## src/rtl/wb_pkg.sv

```systemverilog
// -----------------------------------------------------------------------------
// wb_pkg
// Shared definitions for the L1 write-back buffer:
//   - default line address / data widths and buffer depth
//   - the {valid, addr, data} entry record used by cache-side logic
//   - the drain FSM state encoding {IDLE, WRITE}
// -----------------------------------------------------------------------------
package wb_pkg;

    localparam int ADDR_W_DEF = 5;
    localparam int DATA_W_DEF = 3;
    localparam int DEPTH_DEF  = 4;

    typedef struct packed {
        logic                  valid;
        logic [ADDR_W_DEF-1:0] addr;
        logic [DATA_W_DEF-1:0] data;
    } wb_entry_t;

    typedef enum logic [0:0] {
        IDLE  = 1'b0,
        WRITE = 1'b1
    } wb_state_e;

endpackage

```

## src/rtl/wb_match.sv

```systemverilog
// -----------------------------------------------------------------------------
// wb_match
// Combinational youngest-match search over the circular buffer entries.
// Ports:
//   valid_i  per-entry valid bits
//   excl_i   per-entry exclude mask (entries that may not match)
//   addr_i   per-entry line addresses
//   key_i    address being searched for
//   tail_i   tail pointer; the entry just before tail is the youngest
//   hit_o    some valid, non-excluded entry matches key_i
//   idx_o    index of the youngest matching entry (0 when no hit)
// -----------------------------------------------------------------------------
module wb_match #(
    parameter int DEPTH  = 4,
    parameter int ADDR_W = 5,
    parameter int PTR_W  = $clog2(DEPTH)
) (
    input  logic [DEPTH-1:0]  valid_i,
    input  logic [DEPTH-1:0]  excl_i,
    input  logic [ADDR_W-1:0] addr_i [DEPTH],
    input  logic [ADDR_W-1:0] key_i,
    input  logic [PTR_W-1:0]  tail_i,
    output logic              hit_o,
    output logic [PTR_W-1:0]  idx_o
);

    logic [PTR_W-1:0] pos_s;

    // Scan from oldest to youngest so the youngest match is assigned last.
    always_comb begin
        hit_o = 1'b0;
        idx_o = '0;
        pos_s = '0;
        for (int k = DEPTH - 1; k >= 0; k--) begin
            // k = 0 is the slot right behind tail, i.e. the youngest one
            pos_s = tail_i - PTR_W'(k + 1);
            if (valid_i[pos_s] && !excl_i[pos_s] && (addr_i[pos_s] == key_i)) begin
                hit_o = 1'b1;
                idx_o = pos_s;
            end else begin
                hit_o = hit_o;
                idx_o = idx_o;
            end
        end
    end

endmodule

```

## src/rtl/wb_buffer.sv

```systemverilog
// -----------------------------------------------------------------------------
// wb_buffer
// Write-back buffer between the L1 data cache and single-port main memory.
// Dirty evicted lines are queued in a circular FIFO (coalescing repeated
// addresses) and drained to memory whenever the cache is not using the port.
// Miss fills look up the queue combinationally so pending data is forwarded.
// Ports:
//   clock, reset                 system clock, synchronous active-high reset
//   evict_valid/ready/addr/data  eviction handshake from the cache
//   lookup_addr/hit/data         miss-fill forwarding lookup
//   mem_rd_req                   cache owns the memory port this cycle
//   mem_addr/data/wren           registered write port to main memory
//   count                        occupied entries
//   drained                      empty and no write in progress
// -----------------------------------------------------------------------------
module wb_buffer
    import wb_pkg::*;
#(
    parameter int DEPTH  = DEPTH_DEF,
    parameter int ADDR_W = ADDR_W_DEF,
    parameter int DATA_W = DATA_W_DEF
) (
    input  logic                       clock,
    input  logic                       reset,
    input  logic                       evict_valid,
    output logic                       evict_ready,
    input  logic [ADDR_W-1:0]          evict_addr,
    input  logic [DATA_W-1:0]          evict_data,
    input  logic [ADDR_W-1:0]          lookup_addr,
    output logic                       lookup_hit,
    output logic [DATA_W-1:0]          lookup_data,
    input  logic                       mem_rd_req,
    output logic [ADDR_W-1:0]          mem_addr,
    output logic [DATA_W-1:0]          mem_data,
    output logic                       mem_wren,
    output logic [$clog2(DEPTH):0]     count,
    output logic                       drained
);

    localparam int PTR_W = $clog2(DEPTH);
    localparam int CNT_W = PTR_W + 1;

    // Entry storage
    logic [DEPTH-1:0]  valid_q;
    logic [ADDR_W-1:0] addr_q [DEPTH];
    logic [DATA_W-1:0] data_q [DEPTH];

    logic [PTR_W-1:0]  head_q, head_d;
    logic [PTR_W-1:0]  tail_q, tail_d;
    logic [CNT_W-1:0]  count_q, count_d;
    wb_state_e         state_q, state_d;

    logic [ADDR_W-1:0] mem_addr_q;
    logic [DATA_W-1:0] mem_data_q;
    logic              mem_wren_q;

    logic              accept_s;
    logic              coalesce_s;
    logic              alloc_s;
    logic              pop_s;
    logic [DEPTH-1:0]  excl_s;
    logic              co_hit_s;
    logic [PTR_W-1:0]  co_idx_s;
    logic [PTR_W-1:0]  lk_idx_s;
    logic              load_s;
    logic [PTR_W-1:0]  load_idx_s;
    logic [DATA_W-1:0] load_data_s;

    // Full buffer refuses even if a pop happens this cycle.
    assign evict_ready = (count_q < CNT_W'(DEPTH));
    assign accept_s    = evict_valid & evict_ready;
    assign pop_s       = (state_q == WRITE);

    // The head being written may not absorb new data: it would be lost.
    assign excl_s = pop_s ? (DEPTH'(1) << head_q) : '0;

    wb_match #(.DEPTH(DEPTH), .ADDR_W(ADDR_W), .PTR_W(PTR_W)) u_coalesce (
        .valid_i (valid_q),
        .excl_i  (excl_s),
        .addr_i  (addr_q),
        .key_i   (evict_addr),
        .tail_i  (tail_q),
        .hit_o   (co_hit_s),
        .idx_o   (co_idx_s)
    );

    wb_match #(.DEPTH(DEPTH), .ADDR_W(ADDR_W), .PTR_W(PTR_W)) u_lookup (
        .valid_i (valid_q),
        .excl_i  ({DEPTH{1'b0}}),
        .addr_i  (addr_q),
        .key_i   (lookup_addr),
        .tail_i  (tail_q),
        .hit_o   (lookup_hit),
        .idx_o   (lk_idx_s)
    );

    assign lookup_data = lookup_hit ? data_q[lk_idx_s] : {DATA_W{1'b0}};
    assign coalesce_s  = accept_s & co_hit_s;
    assign alloc_s     = accept_s & ~co_hit_s;

    // Drain FSM next state and selection of the entry to launch.
    always_comb begin
        state_d    = state_q;
        load_s     = 1'b0;
        load_idx_s = head_q;
        case (state_q)
            IDLE: begin
                if ((count_q != '0) && !mem_rd_req) begin
                    state_d    = WRITE;
                    load_s     = 1'b1;
                    load_idx_s = head_q;
                end else begin
                    state_d    = IDLE;
                end
            end
            WRITE: begin
                // Current head pops at this edge; chain the next one if present.
                if ((count_q > CNT_W'(1)) && !mem_rd_req) begin
                    state_d    = WRITE;
                    load_s     = 1'b1;
                    load_idx_s = head_q + PTR_W'(1);
                end else begin
                    state_d    = IDLE;
                end
            end
            default: begin
                state_d = IDLE;
            end
        endcase
    end

    // A coalesce into the entry being launched must be forwarded, otherwise
    // memory would receive the stale copy and the entry would then be popped.
    always_comb begin
        if (coalesce_s && (co_idx_s == load_idx_s)) begin
            load_data_s = evict_data;
        end else begin
            load_data_s = data_q[load_idx_s];
        end
    end

    // Pointer and occupancy next state.
    always_comb begin
        count_d = count_q + CNT_W'(alloc_s) - CNT_W'(pop_s);
        head_d  = pop_s   ? (head_q + PTR_W'(1)) : head_q;
        tail_d  = alloc_s ? (tail_q + PTR_W'(1)) : tail_q;
    end

    // Control state, pointers and memory write port registers.
    always_ff @(posedge clock) begin
        if (reset) begin
            state_q    <= IDLE;
            head_q     <= '0;
            tail_q     <= '0;
            count_q    <= '0;
            mem_addr_q <= '0;
            mem_data_q <= '0;
            mem_wren_q <= 1'b0;
        end else begin
            state_q    <= state_d;
            head_q     <= head_d;
            tail_q     <= tail_d;
            count_q    <= count_d;
            mem_wren_q <= load_s;
            if (load_s) begin
                mem_addr_q <= addr_q[load_idx_s];
                mem_data_q <= load_data_s;
            end else begin
                mem_addr_q <= mem_addr_q;
                mem_data_q <= mem_data_q;
            end
        end
    end

    // Entry array: allocate at tail, coalesce in place, invalidate on pop.
    // Alloc at tail never collides with the popped head (count is 1..DEPTH-1).
    always_ff @(posedge clock) begin
        if (reset) begin
            valid_q <= '0;
            for (int i = 0; i < DEPTH; i++) begin
                addr_q[i] <= '0;
                data_q[i] <= '0;
            end
        end else begin
            if (pop_s) begin
                valid_q[head_q] <= 1'b0;
            end
            if (alloc_s) begin
                valid_q[tail_q] <= 1'b1;
                addr_q[tail_q]  <= evict_addr;
                data_q[tail_q]  <= evict_data;
            end
            if (coalesce_s) begin
                data_q[co_idx_s] <= evict_data;
            end
        end
    end

    assign mem_addr = mem_addr_q;
    assign mem_data = mem_data_q;
    assign mem_wren = mem_wren_q;
    assign count    = count_q;
    assign drained  = (count_q == '0) && (state_q == IDLE);

endmodule

```

## config.mk

```make
export PLATFORM = sky130hd
export DESIGN_NAME = wb_buffer
export DESIGN_NICKNAME = d
export VERILOG_FILES = /design/src/rtl/wb_pkg.sv /design/src/rtl/wb_match.sv /design/src/rtl/wb_buffer.sv
export SDC_FILE = /design/constraint.sdc
export NUM_CORES = 1
export LEC_CHECK = 0
export CAP_MARGIN = 20
export CORE_MARGIN = 1.5
export CORE_UTILIZATION = 65
export CTS_BUF_LIST = sky130_fd_sc_hd__clkbuf_8
export CTS_CLUSTER_DIAMETER = 40
export CTS_CLUSTER_SIZE = 30
export DETAILED_ROUTE_END_ITERATION = 12
export PLACE_DENSITY = 0.87
export SETUP_SLACK_MARGIN = 0.05
export SYNTH_ARGS = -nofsm -noshare
export SYNTH_HDL_FRONTEND = slang
export SYNTH_SLANG_ARGS = --single-unit
export TNS_END_PERCENT = 50
```

## constraint.sdc

```tcl
create_clock -name clock -period 6.6 [get_ports clock]
set_input_delay 1.32 -clock clock [delete_from_list [all_inputs] [get_ports clock]]
set_output_delay 1.32 -clock clock [all_outputs]
set_load 0.02 [all_outputs]
```

# After elaboration in Yosys (flattened, before gate mapping)

Memories as Yosys holds them, arrays and structs flattened. A register that Yosys moved wholly into a read port is not among the register bits.
Index checks and enable logic that the tools add are counted.

Add/sub/neg operators: 7
Multipliers: 0
Div/mod/pow operators: 0
Magnitude comparators: 15
Eq/ne operators: 9
Shift operators: 1
Mux-type cells: 87
Bitwise gates (word level): 14
Reductions and logical operators: 35

Operator list:

| operator                                                                             | count |
|---|---|
| 5-bit 2-to-1 mux                                                                     | 11 |
| 5-bit binary-select mux with 2-bit select                                            | 5 |
| 5-bit equality test                                                                  | 8 |
| 1-bit 2-to-1 mux                                                                     | 34 |
| 1-bit binary-select mux with 2-bit select                                            | 12 |
| 1-bit logical AND                                                                    | 22 |
| 2-bit 2-to-1 mux                                                                     | 11 |
| 20-bit bitwise mux                                                                   | 1 |
| 4-bit 2-to-1 mux                                                                     | 4 |
| 3-bit greater-or-equal comparator (second input constant)                            | 5 |
| 2-bit by 3-bit < comparator with 1-bit output (second input constant)                | 5 |
| 2-bit NOT with 3-bit output                                                          | 5 |
| 3-bit 2-to-1 mux                                                                     | 4 |
| 5-bit demux with 2-bit select                                                        | 1 |
| 1-bit logical NOT                                                                    | 9 |
| 3-bit OR reduction                                                                   | 2 |
| 2-bit by 1-bit adder with 2-bit output (second input constant)                       | 2 |
| 1-bit bitwise AND                                                                    | 4 |
| 4-bit bitwise AND                                                                    | 1 |
| 1-bit demux with 2-bit select                                                        | 2 |
| 2-bit by 1-bit greater-or-equal comparator with 1-bit output (second input constant) | 2 |
| 4-bit NOT                                                                            | 1 |
| 4-bit OR                                                                             | 1 |
| 2-bit case mux with 2 select lines                                                   | 1 |
| 13 further kinds                                                                     | 15 |

Register bits after elaboration: 41
Latch bits: 0
Memory bits (writable): 12
Memory bits (read-only): 0
Input port bits: 17
Output and inout bits: 18
Word-level logic and storage cells: 181
Memories kept: 1

Memory list:

| name   | depth | bits a word | read ports | clocked after memory_dff | wr ports | RTL line        | source |
|---|---|---|---|---|---|---|---|
| data_q | 4     | 3           | 2          | 1                        | 4        | wb_buffer.sv:46 | `logic [DATA_W-1:0] data_q [DEPTH];` |

# Depth between registers and ports, before layout

Gate-level depths: netlist of run 1.

Word-level depth: 19
Depth in mapped cells: 21
Depth with buffers taken out: 16

# Hierarchy

From an unflattened synthesis of run 1, not the netlist that was laid out.

Cells, all modules: 496
Area, all modules: 5019.8 sq um

Modules (own cells, without submodules):

| module    | times used | cells each | area an instance (sq um) | seq. area each (sq um) |
|---|---|---|---|---|
| wb_buffer | 1          | 292        | 3042.9                   | 1271.2 |
| wb_match  | 2          | 102        | 988.4                    | 0.0 |

# Worst setup path before layout of run 1

Ideal clock, no wire load.

Path kind: register -> output
From: register tail_q[0]
To: output lookup_data[0]
Arrival: 3.642 ns
Slack: 1.638 ns
Stages on the path, launching flop included: 17
Buffers on the path: 6
Cell sequence: dfxtp_1 > buf_6 > buf_6 > buf_2 > inv_1 > ha_1 > clkbuf_8 > buf_2 > buf_1 > mux2i_1 > xnor2_1 > a211o_1 > and2_1 > a32oi_1 > o211ai_2 > mux2i_1 > o22ai_1

Elaborated cells on any way between the ends: 61

RTL lines:

| what                                                 | RTL line         | source |
|---|---|---|
| from (decl)                                          | wb_buffer.sv:49  | `logic [PTR_W-1:0] tail_q, tail_d;` |
| from (signal assigned)                               | wb_buffer.sv:162 | `tail_q <= tail_d;` |
| 2-bit by 1-bit subtractor with 2-bit output (*)      | --               |  |
| net u_coalesce.pos_s[0]                              | wb_match.sv:27   | `logic [PTR_W-1:0] pos_s;` |
| 2-bit NOT with 3-bit output (not written as such)    | wb_match.sv:37   | `if (valid_i[pos_s] && !excl_i[pos_s] && (addr_i[pos_s] == key_i)) begin` |
| 5-bit binary-select mux with 2-bit select            | wb_match.sv:37   |  |
| 5-bit 2-to-1 mux (not written as such) (2 in series) | wb_match.sv:37   |  |
| 5-bit equality test                                  | wb_match.sv:37   |  |
| 1-bit logical AND                                    | wb_match.sv:37   |  |
| 2-bit 2-to-1 mux                                     | wb_match.sv:37   |  |
| memory 4 x 3 bit                                     | --               |  |
| 3-bit 2-to-1 mux (*)                                 | wb_buffer.sv:97  | `assign lookup_data = lookup_hit ? data_q[lk_idx_s] : {DATA_W{1'b0}};` |
| to (decl)                                            | wb_buffer.sv:31  | `output logic [DATA_W-1:0] lookup_data,` |

The timed path passes the listed nets; every way through them passes the cells marked *. The select of a mux whose other input is x is not followed.

# Worst setup path in the final report of run 1

From: register tail_q[1]
To: output lookup_data[0]

Longest elaborated chain between the ends: 12
Elaborated cells on any way between the ends: 61

Ends and longest elaborated chain:

| what                                                                                                                  | RTL line |
|---|---|
| 2-bit subtractor / 2-bit NOT with 3-bit output (equally long branches)                                                | wb_match.sv:36, wb_match.sv:37 |
| 2-bit NOT with 3-bit output (not written as such) / 5-bit binary-select mux with 2-bit select (equally long branches) | wb_match.sv:37 |
| 5-bit binary-select mux with 2-bit select / 5-bit 2-to-1 mux (equally long branches)                                  | wb_match.sv:37 |
| 5-bit 2-to-1 mux (not written as such)                                                                                | wb_match.sv:37 |
| 5-bit 2-to-1 mux (not written as such) / 5-bit equality test (equally long branches)                                  | wb_match.sv:37 |
| 5-bit equality test / 1-bit logical AND (equally long branches)                                                       | wb_match.sv:37 |
| 1-bit logical AND / 2-bit 2-to-1 mux (equally long branches)                                                          | wb_match.sv:37 |
| 2-bit 2-to-1 mux (3 in series)                                                                                        | wb_match.sv:37 |
| memory 4 x 3 bit                                                                                                      | -- |
| 3-bit 2-to-1 mux (*)                                                                                                  | wb_buffer.sv:97 |

Mark *: on every way between the ends. The rest lies on a longest branch, timed or not. The select of a mux whose other input is x is not followed.

==> impl_metrics.csv, run 1 <==
group,metric,value,unit
clock_tree,cts_tree,"yes",
critical_path,cpPeakStageDelay,0.77,ns
layout,area_delta_synth_final,6.89,%
floorplanning,core_area,6760,sq um
route,first_iter_violations,371,
route,dr.pass1.iters,5,
timing,slew_headroom,39.6,%
synth,yosys-top-cells-area,"dfxtp_1 18%, mux4_2 11%, mux2i_1 10%",
critical_path,crit_buf_inv,5,
clock_tree,cts_made_buffers,5,
floorplanning,die_h,86.5,microns
timing,period_share,90.9,%
outcome,status,"complete, no violations",
clock_tree,clock_latency,0.32,ns
clock_tree,clk_pin_slew_worst_paths,0.10,ns
synth,synthFlopType,"dfxtp_1",
timing,rsz0062_at_grt,"no",
power_and_ir_drop,switchingPower,557,uW
critical_path,cp.arrival,4.68,ns
critical_path,worstSetupPathType,"register to output port",
layout,final_layout_size_suffix_gt1_share,14.9,%
critical_path,crit_family,"buffers and inverters",
route,via_per_inst,6.75,
placed_design,place_ws,1.01,ns
timing,tightestPinTransition,0.888,ns
clock_tree,clock-sinks,56,
critical_path,crit_path_max_fanout,17,
synth,synthMostInstantiatedCell,"mux2i_1",
power_and_ir_drop,power_frac_clock,14.8,%
critical_path,slowest_stage,"ha_1",
synth,synth_top_area_share,18.1,%
power_and_ir_drop,p_per_area,274,nW/um^2
clock_tree,clock_path_buffers,2,
clock_tree,cts-resized-gates,0,
route,routed_wirelength,11.1,mm
critical_path,cp.depth,14,
critical_path,start_kind,"register",
synth,synth-edff-count,15,
synth,syn-cell-area,4540,sq um
timing,setup_viol,0,
floorplanning,fp.dieW,86.5,microns
power_and_ir_drop,vdd.ir_drop.worst,0.254,mV
global_routing,grtUsageTotal,31.4,%
synth,synth_fp_nets,475,
route,vias,3666,
synth,yosysTopAreaCell,"dfxtp_1",
floorplanning,initial_core_util,67.1,%
placed_design,gp_congestion,1.03,
synth,synth_warnings,0,
synth,synth_seq_area_share,28.0,%
power_and_ir_drop,p_seq_share,34.8,%
timing,hold_viol,0,
synth,netlist_instances,445,
floorplanning,rows,30,
route,routedWlPerCell,20.5,microns
hold_path,worstHoldPathCells,2,
global_routing,antenna_found_initial,0,
layout,nFillCells,485,
critical_path,cp-end-kind,"output port",
timing,setup_tns,0,ns
power_and_ir_drop,leakagePower,0.00177,uW
synth,avgSynthCellArea,10.2,sq um
synth,synth_cell_types,67,
critical_path,critPathRequiredTime,5.28,ns
placed_design,dp_hpwl,8.41,mm
timing,drv_slew,0,
global_routing,grt_max_degree,55,
global_routing,grt_pass1_wl,17.9,mm
global_routing,grt_pass1_vias,3467,
clock_tree,cts_root_buffer,"clkbuf_8",
global_routing,grt-ovfl-total,0,
clock_tree,cts_max_level,2,
route,ant_nets,0,
synth,synthArstFlopShare,0,%
power_and_ir_drop,netSwitchingFraction,41.8,%
power_and_ir_drop,power_frac_comb,50.4,%
critical_path,path_common_cell,"buf_4",
hold_path,hold_class,"register to register",
power_and_ir_drop,p_total,1330,uW
critical_path,reg2reg_depth,18,
floorplanning,io_pins,35,
timing,timing.fmax,167,MHz
layout,diodes,0,
timing,skew,0.00709,ns
floorplanning,fp.dieArea,7490,sq um
power_and_ir_drop,p_int,775,uW
synth,synth_common_cells,"46 x mux2i_1, 44 x nor2_1, 41 x dfxtp_1",
placed_design,port_buffers,34,
route,drc,0,
timing,fin_ws,0.600,ns
flow_run,max_cap_viol_count,0,
timing,min_period,6.00,ns
clock_tree,cts_hold_buf,0,
critical_path,critical_path.cell_chain,"inv_1 -> buf_4 -> ha_1 -> buf_4 -> clkinv_1 -> o32ai_1 -> a211oi_1 -> nor3_1 -> nor2b_1 -> a32oi_1 -> o211ai_2 -> mux2i_1 -> o22ai_1 -> clkdlybuf4s50_1",
clock_tree,post_cts_buffers,0,
synth,yosys_register_bits,56,
layout,nets,492,
==> worst min-delay path, cell delays in order, from the launching register on <==
cell and delay, ns:
dfxtp_1 0.32, nand2_1 0.05, a21oi_1 0.05
==> area by class of cell <==
type	instances	area [sq um]	share of cell area (%)
timing repair buffer	40	385	7.95
inverter	15	56.3	1.16
multi-input combinational	344	2940	60.6
sequential	56	1270	26.2
clock inverter	3	26.3	0.542
clock buffer	5	68.8	1.42
tap	80	100	2.06
==> kinds of logic (layout without fill, tap and decap cells) <==
group	count (synthesis)	count (layout)	share of synthesized area [%]
multiplexers	84	84	26.3
buffers and inverters	45	63	7.17
XOR/XNOR	43	43	8.63
AO/OA/AOI/OAI	59	59	9.74
AND/OR/NAND/NOR	145	145	16.4
adder cells (fa/ha/maj)	13	13	3.75
flip-flops	56	56	28.0
==> through the flow <==
stage	std cells	hold slack, ns	cell area, sq um	util [%]
floorplan	445	0.434	4540	-
global placement	535	0.444	4750	70.4
detailed placement	535	0.448	4750	70.4
CTS	543	0.462	4850	71.8
global route	543	0.483	4850	71.8
finish	543	0.458	4850	71.8
==> path summary, 6_finish.rpt <==
check | startpoint | end | slack, ns
worst max-delay path | tail_q[1] | lookup_data[0] | 0.60
worst max register to register | tail_q[1] | count[2] | 2.04
worst min-delay path | register | register | 0.46
worst min register to register | register | register | 0.46
==> layer usage <==
| metal | share of wire [%] | global-route usage [%] | up-vias |
|---|---|---|---|
| met5 | 0 | 0 | - |
| met4 | 3.2 | 11.4 | 0 |
| met3 | 8.0 | 7.52 | 31 |
| met2 | 46 | 48.3 | 187 |
| met1 | 43 | 43.5 | 1787 |
| li1 | - | - | 1661 |
==> placed cells by master (no fill, tap or decap), drive strengths merged, types with 6 or more instances in the layout <==
cell type and instances:
a211oi 6, a21oi 19, buf 6, clkdlybuf4s50 34, dfxtp 41, edfxtp 15, ha 12, inv 14
mux2 12, mux2i 47, mux4 25, nand2 43, nand2b 6, nand3 7, nor2 44, nor3 12
xnor2 39
==> power groups by stage <==
| stage | Clock [uW] | Combinational (uW) | Sequential [uW] |
|---|---|---|---|
| after floorplan | 0 | 529 | 461 |
| after global placement | 0 | 638 | 467 |
| after detailed placement | 0 | 657 | 469 |
| after CTS | 198 | 662 | 461 |
| after global routing | 212 | 718 | 471 |
| final | 197 | 670 | 463 |
(Power assumes the default switching activity.)
==> run 2, diff against run 1 <==
--- a/config.mk
+++ b/config.mk
@@ -7,12 +7,13 @@
 export LEC_CHECK = 0
 export CAP_MARGIN = 20
 export CORE_MARGIN = 1.5
-export CORE_UTILIZATION = 65
+export CORE_UTILIZATION = 64
 export CTS_BUF_LIST = sky130_fd_sc_hd__clkbuf_8
 export CTS_CLUSTER_DIAMETER = 40
 export CTS_CLUSTER_SIZE = 30
 export DETAILED_ROUTE_END_ITERATION = 12
-export PLACE_DENSITY = 0.87
+export GPL_ROUTABILITY_DRIVEN = 1
+export PLACE_DENSITY = 0.86
 export SETUP_SLACK_MARGIN = 0.05
 export SYNTH_ARGS = -nofsm -noshare
 export SYNTH_HDL_FRONTEND = slang
==> impl_metrics.csv, run 2 (synthesis gave the netlist of run 1 again) <==
group,metric,value,unit
critical_path,cpPeakStageDelay,0.63,ns
hold_path,hold_class,"register to register",
critical_path,path_common_cell,"buf_4",
floorplanning,fp.dieW,87.2,microns
layout,area_delta_synth_final,8.27,%
floorplanning,io_pins,35,
clock_tree,cts_made_buffers,5,
timing,rsz0062_at_grt,"no",
route,ant_nets,0,
timing,timing.fmax,169,MHz
critical_path,r2r-start,"tail_q[1]",
clock_tree,post_cts_buffers,0,
route,routed_wirelength,10.8,mm
layout,nets,492,
clock_tree,cts_max_level,2,
critical_path,worstSetupPathType,"register to output port",
global_routing,grt_pass1_wl,17.6,mm
placed_design,port_buffers,34,
critical_path,worstSetupEndpoint,"lookup_data[2]",
global_routing,grtUsageTotal,30.0,%
timing,tightestPinTransition,0.851,ns
critical_path,critPathRequiredTime,5.28,ns
placed_design,gp_congestion,0.934,
critical_path,crit_buf_inv,5,
floorplanning,fp.dieArea,7600,sq um
route,via_per_inst,6.47,
outcome,status,"complete, no violations",
critical_path,reg2reg_slack,2.08,ns
power_and_ir_drop,leakagePower,0.00180,uW
clock_tree,cts_root_buffer,"clkbuf_8",
clock_tree,cts-resized-gates,0,
power_and_ir_drop,vdd.ir_drop.worst,0.235,mV
critical_path,crit_path_max_fanout,17,
timing,setup_viol,0,
layout,multi_input_area,2940,sq um
critical_path,reg2reg_depth,17,
layout,final_layout_size_suffix_gt1_share,14.9,%
clock_tree,cts_hold_buf,0,
critical_path,timing.rr.end,"count[2]",
floorplanning,core_area,6830,sq um
timing,min_period,5.93,ns
route,vias,3619,
critical_path,crit_family,"buffers and inverters",
clock_tree,clock-sinks,56,
power_and_ir_drop,p_per_area,283,nW/um^2
clock_tree,clk_pin_slew_worst_paths,0.11,ns
clock_tree,clock_path_buffers,2,
critical_path,start_kind,"register",
critical_path,worstSetupStartpoint,"tail_q[1]",
critical_path,slowest_stage,"clkdlybuf4s50_1",
floorplanning,die_h,87.2,microns
placed_design,dp_hpwl,7.90,mm
timing,slew_headroom,42.2,%
layout,nFillCells,500,
timing,skew,0.0152,ns
global_routing,grt_max_degree,55,
timing,period_share,89.8,%
layout,layout_commonest_cell,"mux2i_1",
power_and_ir_drop,p_total,1390,uW
route,routedWlPerCell,19.3,microns
timing,drv_slew,0,
global_routing,antenna_found_initial,0,
critical_path,critical_path.cell_chain,"inv_1 -> buf_4 -> ha_1 -> buf_4 -> clkinv_1 -> o32ai_1 -> a211oi_1 -> nor3_1 -> nor2b_1 -> a32oi_1 -> o211ai_2 -> mux2i_1 -> o22ai_1 -> clkdlybuf4s50_1",
clock_tree,clock_latency,0.32,ns
floorplanning,rows,30,
route,first_iter_violations,491,
critical_path,cp-end-kind,"output port",
critical_path,cp.arrival,4.61,ns
layout,diodes,0,
floorplanning,initial_core_util,66.4,%
critical_path,cp.depth,14,
global_routing,grt_pass1_vias,3535,
route,drc,0,
global_routing,grt-ovfl-total,0,
timing,setup_tns,0,ns
timing,hold_viol,0,
layout,seqCellArea,1270,sq um
layout,final_cell_mix,"46 x mux2i_1, 44 x nor2_1, 40 x dfxtp_1",
route,dr.pass1.iters,6,
flow_run,max_cap_viol_count,0,
clock_tree,cts_tree,"yes",
[run 2: cell types whose count changed in the layout (fill, tap and decap cells not counted), sizes merged]
cell and change:
clkinvlp -2, bufinv +2
[run 2: worst min-delay path by stage]
stage | from | endpoint | slack, ns | depth (start not counted)
finish | mem_addr[3] | mem_addr[3] | 0.46 | 2
global route | mem_addr[4] | mem_addr[4] | 0.50 | 2
CTS | mem_addr[3] | mem_addr[3] | 0.47 | 2
detailed placement | mem_addr[3] | mem_addr[3] | 0.45 | 2
global placement | mem_addr[1] | mem_addr[1] | 0.44 | 2
floorplan | register | register | 0.43 | 2
[run 2: tightest hold or removal path, stage by stage (launching register included)]
cell and delay, ns:
dfxtp_1 0.32, nand2_1 0.05, a21oi_1 0.05
[run 2: cell type report]
cell class	instances	area share [%]
clock buffers	5	1.40
inverters	15	1.15
well taps	96	2.45
repair buffers	40	7.85
clock inverters	3	1.40
flip-flops and latches	56	25.9
multi-input cells	344	59.9
[run 2: routing by layer]
metal  up-vias  wire length, microns  GRT usage (%)
met5         -                     0              0
met4         0                   172           8.95
met2       195                  5060           48.1
met3        18                   809           4.17
li1       1660                     -              -
met1      1746                  4740           42.7
[run 2: power by group]
group	switching (uW)	internal [uW]
Clock	113	153
Combinational	366	291
Sequential	62.3	405
Total	542	848
[run 2: through the flow]
step / instance area (sq um) / setup WS (ns) / instances / hold slack (ns) / utilization, %
6_report: 4910 / 0.673 / 559 / 0.462 / 71.9
5_1_grt: 4910 / 0.313 / 559 / 0.495 / 71.9
4_1_cts: 4910 / 0.697 / 559 / 0.465 / 71.9
3_5_place_dp: 4770 / 1.07 / 551 / 0.450 / 69.9
3_3_place_gp: 4770 / 1.18 / 551 / 0.443 / 69.9
2_1_floorplan: 4540 / 1.64 / 445 / 0.434 / -
==> run 3, diff against run 2 <==
--- a/config.mk
+++ b/config.mk
@@ -15,6 +15,7 @@
 export GPL_ROUTABILITY_DRIVEN = 1
 export PLACE_DENSITY = 0.86
 export SETUP_SLACK_MARGIN = 0.05
+export SLEW_MARGIN = 20
 export SYNTH_ARGS = -nofsm -noshare
 export SYNTH_HDL_FRONTEND = slang
 export SYNTH_SLANG_ARGS = --single-unit
==> results of run 3 <==
Final layout, timing and power as in run 2 (identical DEF).
